===== config.mk =====
export PLATFORM = sky130hd
export DESIGN_NAME = id_operand_unit_flat
export DESIGN_NICKNAME = d
export VERILOG_FILES = /design/src/rtl/id_operand_unit_pkg.sv /design/src/rtl/id_operand_unit_if.sv /design/src/rtl/id_operand_unit_operand_resolve.sv /design/src/rtl/id_operand_unit.sv /design/src/flat_wrapper.sv
export SDC_FILE = /design/constraint.sdc
export NUM_CORES = 1
export LEC_CHECK = 0
export ABC_CLOCK_PERIOD_IN_PS = 6250
export CAP_MARGIN = 20
export CORE_AREA = 4 4 153 155
export DETAILED_ROUTE_END_ITERATION = 12
export DIE_AREA = 0 0 157 159
export PLACE_DENSITY = 0.83
export SYNTH_ARGS = -nofsm -noshare
export SYNTH_HDL_FRONTEND = slang
export SYNTH_HIERARCHICAL = 1
export SYNTH_SLANG_ARGS = --single-unit

===== constraint.sdc =====
create_clock -name clk -period 6.25 [get_ports clk]
set_input_delay 1.25 -clock clk [delete_from_list [all_inputs] [get_ports clk]]
set_output_delay 1.25 -clock clk [all_outputs]
set_load 0.01 [all_outputs]

===== src/rtl/id_operand_unit_pkg.sv =====
// Shared definitions for the ID operand-resolution stage: default widths,
// control-bundle field layout and operand source selection.
package id_operand_unit_pkg;

  localparam int unsigned XLEN_DEF       = 32;
  localparam int unsigned REG_ADDR_W_DEF = 5;
  localparam int unsigned NUM_FWD_DEF    = 2;
  localparam int unsigned CNT_W_DEF      = 16;

  localparam int unsigned CTRL_ALUSEL_LSB = 0;
  localparam int unsigned CTRL_ALUSEL_W   = 3;
  localparam int unsigned CTRL_ALUOP_LSB  = CTRL_ALUSEL_LSB + CTRL_ALUSEL_W;
  localparam int unsigned CTRL_ALUOP_W    = 5;
  localparam int unsigned CTRL_MEMOFF_LSB = CTRL_ALUOP_LSB + CTRL_ALUOP_W;
  localparam int unsigned CTRL_MEMOFF_W   = 8;
  localparam int unsigned CTRL_W_DEF      = CTRL_MEMOFF_LSB + CTRL_MEMOFF_W;

  localparam int unsigned ZERO_REG = 0;

  typedef enum logic [2:0] {
    OPSRC_IMM,
    OPSRC_ZERO,
    OPSRC_FWD,
    OPSRC_WB,
    OPSRC_RF
  } op_src_e;

endpackage


===== src/rtl/id_operand_unit_if.sv =====
// Decode-side and execute-side handshake bundle of the ID/EX operand stage.
interface id_operand_unit_if
  import id_operand_unit_pkg::*;
#(
  parameter int unsigned XLEN       = XLEN_DEF,
  parameter int unsigned REG_ADDR_W = REG_ADDR_W_DEF,
  parameter int unsigned CTRL_W     = CTRL_W_DEF
);
  logic                  in_valid;
  logic                  in_ready;
  logic                  in_read1;
  logic                  in_read2;
  logic [REG_ADDR_W-1:0] in_rs1;
  logic [REG_ADDR_W-1:0] in_rs2;
  logic [XLEN-1:0]       in_imm1;
  logic [XLEN-1:0]       in_imm2;
  logic                  in_write;
  logic [REG_ADDR_W-1:0] in_rd;
  logic                  in_load;
  logic [CTRL_W-1:0]     in_ctrl;

  logic                  out_valid;
  logic                  out_ready;
  logic [XLEN-1:0]       out_op1;
  logic [XLEN-1:0]       out_op2;
  logic [REG_ADDR_W-1:0] out_rd;
  logic                  out_write;
  logic                  out_load;
  logic [CTRL_W-1:0]     out_ctrl;

  modport master (
    output in_valid, in_read1, in_read2, in_rs1, in_rs2, in_imm1, in_imm2,
           in_write, in_rd, in_load, in_ctrl, out_ready,
    input  in_ready, out_valid, out_op1, out_op2, out_rd, out_write, out_load, out_ctrl
  );

  modport slave (
    input  in_valid, in_read1, in_read2, in_rs1, in_rs2, in_imm1, in_imm2,
           in_write, in_rd, in_load, in_ctrl, out_ready,
    output in_ready, out_valid, out_op1, out_op2, out_rd, out_write, out_load, out_ctrl
  );
endinterface


===== src/rtl/id_operand_unit_operand_resolve.sv =====
// Single-operand resolver: prioritised bypass mux (youngest source first)
// plus the hazard flag raised when the operand cannot be supplied yet.
module id_operand_unit_operand_resolve
  import id_operand_unit_pkg::*;
#(
  parameter int unsigned XLEN       = XLEN_DEF,
  parameter int unsigned REG_ADDR_W = REG_ADDR_W_DEF,
  parameter int unsigned NUM_FWD    = NUM_FWD_DEF
) (
  input  logic                       read,
  input  logic [REG_ADDR_W-1:0]      addr,
  input  logic [XLEN-1:0]            imm,
  input  logic [XLEN-1:0]            rf_rdata,
  input  logic [NUM_FWD-1:0]         fwd_write,
  input  logic [NUM_FWD-1:0]         fwd_ready,
  input  logic [NUM_FWD*REG_ADDR_W-1:0] fwd_addr,
  input  logic [NUM_FWD*XLEN-1:0]    fwd_data,
  input  logic                       wb_clr,
  input  logic [REG_ADDR_W-1:0]      wb_clr_addr,
  input  logic [XLEN-1:0]            wb_clr_data,
  input  logic                       busy,
  output logic [XLEN-1:0]            data,
  output logic                       hazard
);

  logic            fwd_hit;
  logic            fwd_hit_ready;
  logic [XLEN-1:0] fwd_hit_data;
  op_src_e         src;

  // First matching source in index order wins.
  always_comb begin
    fwd_hit       = 1'b0;
    fwd_hit_ready = 1'b0;
    fwd_hit_data  = '0;
    for (int unsigned i = 0; i < NUM_FWD; i++) begin
      if (!fwd_hit && fwd_write[i] && (fwd_addr[i*REG_ADDR_W +: REG_ADDR_W] == addr)) begin
        fwd_hit       = 1'b1;
        fwd_hit_ready = fwd_ready[i];
        fwd_hit_data  = fwd_data[i*XLEN +: XLEN];
      end
    end
  end

  always_comb begin
    src    = OPSRC_RF;
    hazard = 1'b0;
    if (!read) begin
      src = OPSRC_IMM;
    end else if (addr == REG_ADDR_W'(ZERO_REG)) begin
      src = OPSRC_ZERO;
    end else if (fwd_hit) begin
      src    = OPSRC_FWD;
      hazard = !fwd_hit_ready;
    end else if (wb_clr && (wb_clr_addr == addr)) begin
      src = OPSRC_WB;
    end else if (busy) begin
      hazard = 1'b1;
    end
  end

  always_comb begin
    case (src)
      OPSRC_IMM:  data = imm;
      OPSRC_ZERO: data = '0;
      OPSRC_FWD:  data = fwd_hit_data;
      OPSRC_WB:   data = wb_clr_data;
      default:    data = rf_rdata;
    endcase
  end

endmodule


===== src/rtl/id_operand_unit.sv =====
// ID/EX operand stage: resolves both operands, tracks outstanding loads in a
// per-register scoreboard and holds the result in a handshaked pipeline register.
module id_operand_unit
  import id_operand_unit_pkg::*;
#(
  parameter int unsigned XLEN       = XLEN_DEF,
  parameter int unsigned REG_ADDR_W = REG_ADDR_W_DEF,
  parameter int unsigned NUM_FWD    = NUM_FWD_DEF,
  parameter int unsigned CTRL_W     = CTRL_W_DEF,
  parameter int unsigned CNT_W      = CNT_W_DEF
) (
  input  logic                          clk,
  input  logic                          reset,
  id_operand_unit_if.slave              bus,
  output logic [REG_ADDR_W-1:0]         rf_raddr1,
  output logic [REG_ADDR_W-1:0]         rf_raddr2,
  input  logic [XLEN-1:0]               rf_rdata1,
  input  logic [XLEN-1:0]               rf_rdata2,
  input  logic [NUM_FWD-1:0]            fwd_write,
  input  logic [NUM_FWD-1:0]            fwd_ready,
  input  logic [NUM_FWD*REG_ADDR_W-1:0] fwd_addr,
  input  logic [NUM_FWD*XLEN-1:0]       fwd_data,
  input  logic                          wb_clr,
  input  logic [REG_ADDR_W-1:0]         wb_clr_addr,
  input  logic [XLEN-1:0]               wb_clr_data,
  input  logic                          flush,
  output logic [CNT_W-1:0]              stall_cycles
);

  localparam int unsigned NREG = 2 ** REG_ADDR_W;

  logic [NREG-1:0]       busy;
  logic [NREG-1:0]       busy_nxt;
  logic [XLEN-1:0]       op1;
  logic [XLEN-1:0]       op2;
  logic                  hz1;
  logic                  hz2;
  logic                  hazard;
  logic                  fire;
  logic                  sb_set;

  logic                  out_valid_q;
  logic [XLEN-1:0]       out_op1_q;
  logic [XLEN-1:0]       out_op2_q;
  logic [REG_ADDR_W-1:0] out_rd_q;
  logic                  out_write_q;
  logic                  out_load_q;
  logic [CTRL_W-1:0]     out_ctrl_q;
  logic [CNT_W-1:0]      stall_q;

  assign rf_raddr1 = bus.in_rs1;
  assign rf_raddr2 = bus.in_rs2;

  id_operand_unit_operand_resolve #(.XLEN(XLEN), .REG_ADDR_W(REG_ADDR_W), .NUM_FWD(NUM_FWD)) u_op1 (
    .read(bus.in_read1), .addr(bus.in_rs1), .imm(bus.in_imm1), .rf_rdata(rf_rdata1),
    .fwd_write(fwd_write), .fwd_ready(fwd_ready), .fwd_addr(fwd_addr), .fwd_data(fwd_data),
    .wb_clr(wb_clr), .wb_clr_addr(wb_clr_addr), .wb_clr_data(wb_clr_data),
    .busy(busy[bus.in_rs1]), .data(op1), .hazard(hz1)
  );

  id_operand_unit_operand_resolve #(.XLEN(XLEN), .REG_ADDR_W(REG_ADDR_W), .NUM_FWD(NUM_FWD)) u_op2 (
    .read(bus.in_read2), .addr(bus.in_rs2), .imm(bus.in_imm2), .rf_rdata(rf_rdata2),
    .fwd_write(fwd_write), .fwd_ready(fwd_ready), .fwd_addr(fwd_addr), .fwd_data(fwd_data),
    .wb_clr(wb_clr), .wb_clr_addr(wb_clr_addr), .wb_clr_data(wb_clr_data),
    .busy(busy[bus.in_rs2]), .data(op2), .hazard(hz2)
  );

  assign hazard       = bus.in_valid && (hz1 || hz2);
  assign bus.in_ready = !flush && !hazard && (!out_valid_q || bus.out_ready);
  assign fire         = bus.in_valid && bus.in_ready;

  always_ff @(posedge clk or negedge reset) begin
    if (!reset) begin
      out_valid_q <= 1'b0;
      out_op1_q   <= '0;
      out_op2_q   <= '0;
      out_rd_q    <= '0;
      out_write_q <= 1'b0;
      out_load_q  <= 1'b0;
      out_ctrl_q  <= '0;
    end else if (flush) begin
      out_valid_q <= 1'b0;
    end else if (fire) begin
      out_valid_q <= 1'b1;
      out_op1_q   <= op1;
      out_op2_q   <= op2;
      out_rd_q    <= bus.in_rd;
      out_write_q <= bus.in_write;
      out_load_q  <= bus.in_load;
      out_ctrl_q  <= bus.in_ctrl;
    end else if (bus.out_ready) begin
      out_valid_q <= 1'b0;
    end
  end

  // Only loads that actually hand off to execute become busy; set beats clear.
  assign sb_set = out_valid_q && bus.out_ready && !flush && out_load_q && out_write_q &&
                  (out_rd_q != REG_ADDR_W'(ZERO_REG));

  always_comb begin
    busy_nxt = busy;
    if (wb_clr) busy_nxt[wb_clr_addr] = 1'b0;
    if (sb_set) busy_nxt[out_rd_q] = 1'b1;
    busy_nxt[ZERO_REG] = 1'b0;
  end

  always_ff @(posedge clk or negedge reset) begin
    if (!reset) busy <= '0;
    else        busy <= busy_nxt;
  end

  always_ff @(posedge clk or negedge reset) begin
    if (!reset) begin
      stall_q <= '0;
    end else if (hazard && !flush && (stall_q != '1)) begin
      stall_q <= stall_q + 1'b1;
    end
  end

  assign bus.out_valid = out_valid_q;
  assign bus.out_op1   = out_op1_q;
  assign bus.out_op2   = out_op2_q;
  assign bus.out_rd    = out_rd_q;
  assign bus.out_write = out_write_q;
  assign bus.out_load  = out_load_q;
  assign bus.out_ctrl  = out_ctrl_q;
  assign stall_cycles  = stall_q;

endmodule


===== src/flat_wrapper.sv =====
// flat-port wrapper written by rule: the top's interface ports become plain ports
module id_operand_unit_flat import id_operand_unit_pkg::*;
#(
  parameter int unsigned XLEN       = XLEN_DEF,
  parameter int unsigned REG_ADDR_W = REG_ADDR_W_DEF,
  parameter int unsigned NUM_FWD    = NUM_FWD_DEF,
  parameter int unsigned CTRL_W     = CTRL_W_DEF,
  parameter int unsigned CNT_W      = CNT_W_DEF
)
  (clk, reset, rf_raddr1, rf_raddr2, rf_rdata1, rf_rdata2, fwd_write, fwd_ready, fwd_addr, fwd_data, wb_clr, wb_clr_addr, wb_clr_data, flush, stall_cycles, bus_in_valid, bus_in_read1, bus_in_read2, bus_in_rs1, bus_in_rs2, bus_in_imm1, bus_in_imm2, bus_in_write, bus_in_rd, bus_in_load, bus_in_ctrl, bus_out_ready, bus_in_ready, bus_out_valid, bus_out_op1, bus_out_op2, bus_out_rd, bus_out_write, bus_out_load, bus_out_ctrl);
  id_operand_unit_if #(.XLEN(XLEN), .REG_ADDR_W(REG_ADDR_W), .CTRL_W(CTRL_W)) bus_i ();
  input  logic clk;
  input  logic reset;
  output logic [REG_ADDR_W-1:0] rf_raddr1;
  output logic [REG_ADDR_W-1:0] rf_raddr2;
  input  logic [XLEN-1:0] rf_rdata1;
  input  logic [XLEN-1:0] rf_rdata2;
  input  logic [NUM_FWD-1:0] fwd_write;
  input  logic [NUM_FWD-1:0] fwd_ready;
  input  logic [NUM_FWD*REG_ADDR_W-1:0] fwd_addr;
  input  logic [NUM_FWD*XLEN-1:0] fwd_data;
  input  logic wb_clr;
  input  logic [REG_ADDR_W-1:0] wb_clr_addr;
  input  logic [XLEN-1:0] wb_clr_data;
  input  logic flush;
  output logic [CNT_W-1:0] stall_cycles;
  input wire logic [$bits(bus_i.in_valid)-1:0] bus_in_valid;
  input wire logic [$bits(bus_i.in_read1)-1:0] bus_in_read1;
  input wire logic [$bits(bus_i.in_read2)-1:0] bus_in_read2;
  input wire logic [$bits(bus_i.in_rs1)-1:0] bus_in_rs1;
  input wire logic [$bits(bus_i.in_rs2)-1:0] bus_in_rs2;
  input wire logic [$bits(bus_i.in_imm1)-1:0] bus_in_imm1;
  input wire logic [$bits(bus_i.in_imm2)-1:0] bus_in_imm2;
  input wire logic [$bits(bus_i.in_write)-1:0] bus_in_write;
  input wire logic [$bits(bus_i.in_rd)-1:0] bus_in_rd;
  input wire logic [$bits(bus_i.in_load)-1:0] bus_in_load;
  input wire logic [$bits(bus_i.in_ctrl)-1:0] bus_in_ctrl;
  input wire logic [$bits(bus_i.out_ready)-1:0] bus_out_ready;
  output wire logic [$bits(bus_i.in_ready)-1:0] bus_in_ready;
  output wire logic [$bits(bus_i.out_valid)-1:0] bus_out_valid;
  output wire logic [$bits(bus_i.out_op1)-1:0] bus_out_op1;
  output wire logic [$bits(bus_i.out_op2)-1:0] bus_out_op2;
  output wire logic [$bits(bus_i.out_rd)-1:0] bus_out_rd;
  output wire logic [$bits(bus_i.out_write)-1:0] bus_out_write;
  output wire logic [$bits(bus_i.out_load)-1:0] bus_out_load;
  output wire logic [$bits(bus_i.out_ctrl)-1:0] bus_out_ctrl;
  assign bus_i.in_valid = bus_in_valid;
  assign bus_i.in_read1 = bus_in_read1;
  assign bus_i.in_read2 = bus_in_read2;
  assign bus_i.in_rs1 = bus_in_rs1;
  assign bus_i.in_rs2 = bus_in_rs2;
  assign bus_i.in_imm1 = bus_in_imm1;
  assign bus_i.in_imm2 = bus_in_imm2;
  assign bus_i.in_write = bus_in_write;
  assign bus_i.in_rd = bus_in_rd;
  assign bus_i.in_load = bus_in_load;
  assign bus_i.in_ctrl = bus_in_ctrl;
  assign bus_i.out_ready = bus_out_ready;
  assign bus_in_ready = bus_i.in_ready;
  assign bus_out_valid = bus_i.out_valid;
  assign bus_out_op1 = bus_i.out_op1;
  assign bus_out_op2 = bus_i.out_op2;
  assign bus_out_rd = bus_i.out_rd;
  assign bus_out_write = bus_i.out_write;
  assign bus_out_load = bus_i.out_load;
  assign bus_out_ctrl = bus_i.out_ctrl;
  id_operand_unit #(.XLEN(XLEN), .REG_ADDR_W(REG_ADDR_W), .NUM_FWD(NUM_FWD), .CTRL_W(CTRL_W), .CNT_W(CNT_W)) u_core (.clk(clk), .reset(reset), .bus(bus_i), .rf_raddr1(rf_raddr1), .rf_raddr2(rf_raddr2), .rf_rdata1(rf_rdata1), .rf_rdata2(rf_rdata2), .fwd_write(fwd_write), .fwd_ready(fwd_ready), .fwd_addr(fwd_addr), .fwd_data(fwd_data), .wb_clr(wb_clr), .wb_clr_addr(wb_clr_addr), .wb_clr_data(wb_clr_data), .flush(flush), .stall_cycles(stall_cycles));
endmodule

==> flow_metrics.tcl <==
set metrics [dict create \
    ff2ff_path_depth 11 \
    syn-instance-count 899 \
    setup-violations-final 0 \
    met1Wirelength_mm 13.3 \
    ir_drop_mv 0.177 \
    muxShareOfSynthArea 0.152 \
    critPathArrivalTime_ns 4.74 \
    pwr_density_cell_nw_per_um2 234 \
    wl_met2_mm 17.4 \
    final.setup_skew_ns 0.0126 \
    worst_hold_path_type "reg -> reg" \
    worst_skew_pair.late_latency_ns 0.42 \
    cellLeakagePower_nw 5.51 \
    synth-async-reset-ratio 1.00 \
    cp_max_fo 7 \
    num_rows 54 \
    cts_hold_buf 0 \
    yosys.area.top_type "sky130_fd_sc_hd__dfrtp_1" \
    route.detailed.drc 0 \
    num-nets-final 1554 \
    hold_slack_ns 0.487 \
    synth_edf_count 0 \
    route.top_layer_used "met5" \
    seqCellArea_um2 3380 \
    fmaxAchievable_ghz 0.167 \
    ys_seq_area_frac 0.372 \
    routabilityCongestion 0.977 \
    maxcap_viol_count 0 \
    drt_wl_total_mm 36.4 \
    synth-main-ff-cell "sky130_fd_sc_hd__dfrtp_1" \
    synth-compound-area-share 0.238 \
    timing.final.max_slew_violations 0 \
    critPathLaunchType "input pin" \
    clkTransAtPathRegs_ns 0.06 \
    hold_path_startpoint "u_core/bus.out_op1[17]" \
    final-hold-violation-count 0 \
    dp.final_hpwl_mm 27.0 \
    post_synth_instance_area_um2 9080 \
    worstSetupPathType "in -> out" \
    synth_top_area_share 0.372 \
    grt_setup_unrepaired "false" \
    max_slew.worst_pin.slew_ns 1.10 \
    multi_input_comb_area_um2 5070 \
    die_w_um 157 \
    synth.net_count 1184 \
    die_y_um 159 \
    worst-endpoint-required_ns 5.00 \
    ioPinCount 399 \
    grt_max_degree 88 \
    ys_seq_elements 135 \
    synth_simple_gate_area_frac 0.121 \
    cells_taking_the_most_area_after_synthesis "sky130_fd_sc_hd__dfrtp_1 (37%), sky130_fd_sc_hd__mux2_2 (8.9%), sky130_fd_sc_hd__a22oi_2 (8.0%)" \
    finalCritPeriodShare 0.959 \
    grt_overflow_total 0 \
    die_area_um2 25000 \
    avgSynthCellArea_um2 10.1 \
    timing.critical_path.to_type "output pin" \
    antenna_found_initial 7 \
    portBuffers 398 \
    yosys.cell_types.count 49 \
    share_of_final_layout_standard_cells_stronger_than_drive_strength_1 0.161 \
    via_per_inst 5.79 \
    outcome "finished clean" \
    regToRegStartpoint "u_core/busy[23]" \
    cts-resized-gates 0 \
    drt-pass1-iter-count 7 \
    cts_htree_levels 4 \
    start_util 0.416 \
    yosysWarningCount 6 \
    clock-root-buffer "sky130_fd_sc_hd__clkbuf_16" \
    clock_sinks 135 \
    core_um2 21800 \
    setup-tns-final_ns 0 \
    min_path_cells 1 \
    grt_pass1_vias 9328 \
    syn2layout_area_growth_pct 51.8 \
    synth-xor-area-share 0.0405 \
    tritoncts "done" \
    cts.repair_timing.setup_buffer_count 0 \
    layout_min_cycle_time_ns 5.99 \
    met3_length_mm 4.04 \
    vias 9092 \
    drt-wirelength-per-cell_um 23.2 \
    ctsLongestPathBuffers 2 \
    worstSetupStartpoint "bus_in_rs2[0]" \
    grt_first_pass_wirelength_mm 53.9 \
    drt_iter0_drc 688 \
    synth_top_family_by_area "compound AO/OA/AOI/OAI gates" \
    synthAdderAreaFrac 0.00138 \
    antenna_violating_nets_post_route 0 \
    max-slew-margin-rel 0.265 \
    fillers 1777 \
    numCtsBuffers 17 \
    grt_total_usage 0.279 \
]
area by class of cell:
cell class | instances | area share
clock buffers | 18 | 0.0311
inverters | 66 | 0.0180
flip-flops and latches | 135 | 0.245
repair buffers | 420 | 0.301
well taps | 280 | 0.0254
multi-input cells | 629 | 0.368
diodes | 7 | 0.00127
clock inverters | 14 | 0.0102
layout by cell type, fill, tap and decap left out, types with 4 or more instances in the layout:
cell and n:
sky130_fd_sc_hd__a22oi_2 58, sky130_fd_sc_hd__nor2_1 13, sky130_fd_sc_hd__mux2_1 19, sky130_fd_sc_hd__mux4_1 6, sky130_fd_sc_hd__o221ai_1 64, sky130_fd_sc_hd__clkinv_4 4, sky130_fd_sc_hd__mux2_2 72, sky130_fd_sc_hd__a22oi_1 10
sky130_fd_sc_hd__and3_1 4, sky130_fd_sc_hd__nor2b_1 73, sky130_fd_sc_hd__nor3_1 5, sky130_fd_sc_hd__dfrtp_1 135, sky130_fd_sc_hd__nand4_1 10, sky130_fd_sc_hd__diode_2 7, sky130_fd_sc_hd__nand3_1 22, sky130_fd_sc_hd__nand2_1 20
sky130_fd_sc_hd__xor2_1 11, sky130_fd_sc_hd__a21oi_1 72, sky130_fd_sc_hd__inv_1 66, sky130_fd_sc_hd__o21ai_0 65, sky130_fd_sc_hd__nand2b_1 9, sky130_fd_sc_hd__nand3b_1 5, sky130_fd_sc_hd__inv_6 5, sky130_fd_sc_hd__clkbuf_16 17
sky130_fd_sc_hd__mux2i_1 20, sky130_fd_sc_hd__xnor2_1 31, sky130_fd_sc_hd__buf_4 21, sky130_fd_sc_hd__clkdlybuf4s50_1 395
stage by stage:
stage | worst slack [ns] | power, W | instance area [um2] | instances | utilization
floorplan | 1.71 | 0.00159 | 9080 | 899 | -
global placement | 0.353 | 0.00223 | 13200 | 1529 | 0.604
detailed placement | 0.295 | 0.00226 | 13200 | 1529 | 0.604
CTS | 0.277 | 0.00326 | 13800 | 1561 | 0.630
global route | 0.157 | 0.00338 | 13800 | 1568 | 0.632
finish | 0.259 | 0.00323 | 13800 | 1569 | 0.632
state kept, by name, indices dropped and copies added (netlist names):
| register | cells |
|---|---|
| u_core/bus.out_load | 1 |
| u_core/bus.out_op2 | 32 |
| u_core/busy | 31 |
| u_core/bus.out_op1 | 32 |
| u_core/bus.out_write | 1 |
| u_core/bus.out_ctrl | 16 |
| u_core/bus.out_rd | 5 |
| u_core/stall_cycles | 16 |
| u_core/bus.out_valid | 1 |
worst max-delay path: stages:
cell                              delay [ns]
sky130_fd_sc_hd__clkdlybuf4s50_1        0.67
sky130_fd_sc_hd__mux4_1                 0.62
sky130_fd_sc_hd__mux2i_1                0.16
sky130_fd_sc_hd__nor3b_1                0.07
sky130_fd_sc_hd__or3_1                  0.38
sky130_fd_sc_hd__and3_1                 0.15
sky130_fd_sc_hd__o31a_1                 0.29
sky130_fd_sc_hd__o21a_1                 0.28
sky130_fd_sc_hd__nor3_2                 0.29
sky130_fd_sc_hd__clkdlybuf4s50_1        0.59
final timing paths:
path                                          endpoint  slack [ns]
worst max-delay path                      bus_in_ready        0.26
worst min-delay path            u_core/bus.out_op1[17]        0.49
worst max register to register   u_core/bus.out_op1[3]        2.36
worst min register to register  u_core/bus.out_op1[17]        0.49
max in group asynchronous        u_core/bus.out_op2[2]        4.11
min in group asynchronous        u_core/bus.out_op1[5]        0.86
cells by family (layout without fill, tap and decap cells):
group,Yosys count,count (layout)
compound gates,282,282
xor+xnor,42,42
fa+ha+maj,1,1
buf+inv,135,518
flops,135,135
mux,117,117
other cells,0,7
simple gates,187,187
synth_stat cells, drive strengths merged (3+ instances only):
master    n
xnor2    31
mux2     91
buf      36
clkbuf   33
or3       3
nor3      8
a22oi    68
and3      6
a21oi    72
mux4      6
nor2     13
nand2b    9
mux2i    20
or3b      3
dfrtp   135
or2       4
nor4      4
nand3b    5
nand2    21
nor2b    73
o21ai    67
xor2     11
inv      66
nand3    22
o221ai   64
nand4    10
where the power goes:
| part | internal (W) | switching, W | leakage (nW) |
|---|---|---|---|
| clock network | 0.000559 | 0.000431 | 0.274 |
| logic | 0.000638 | 0.000459 | 3.54 |
| registers | 0.00103 | 0.000111 | 1.70 |
| total | 0.00223 | 0.00100 | 5.51 |
metal layers:
metal  vias up  track usage
met4         2        0.138
met3       114       0.0900
met5         -            0
met2       560        0.455
met1      4352        0.329
li1       4064            -
Note: power is estimated with default switching activity, not from simulation.
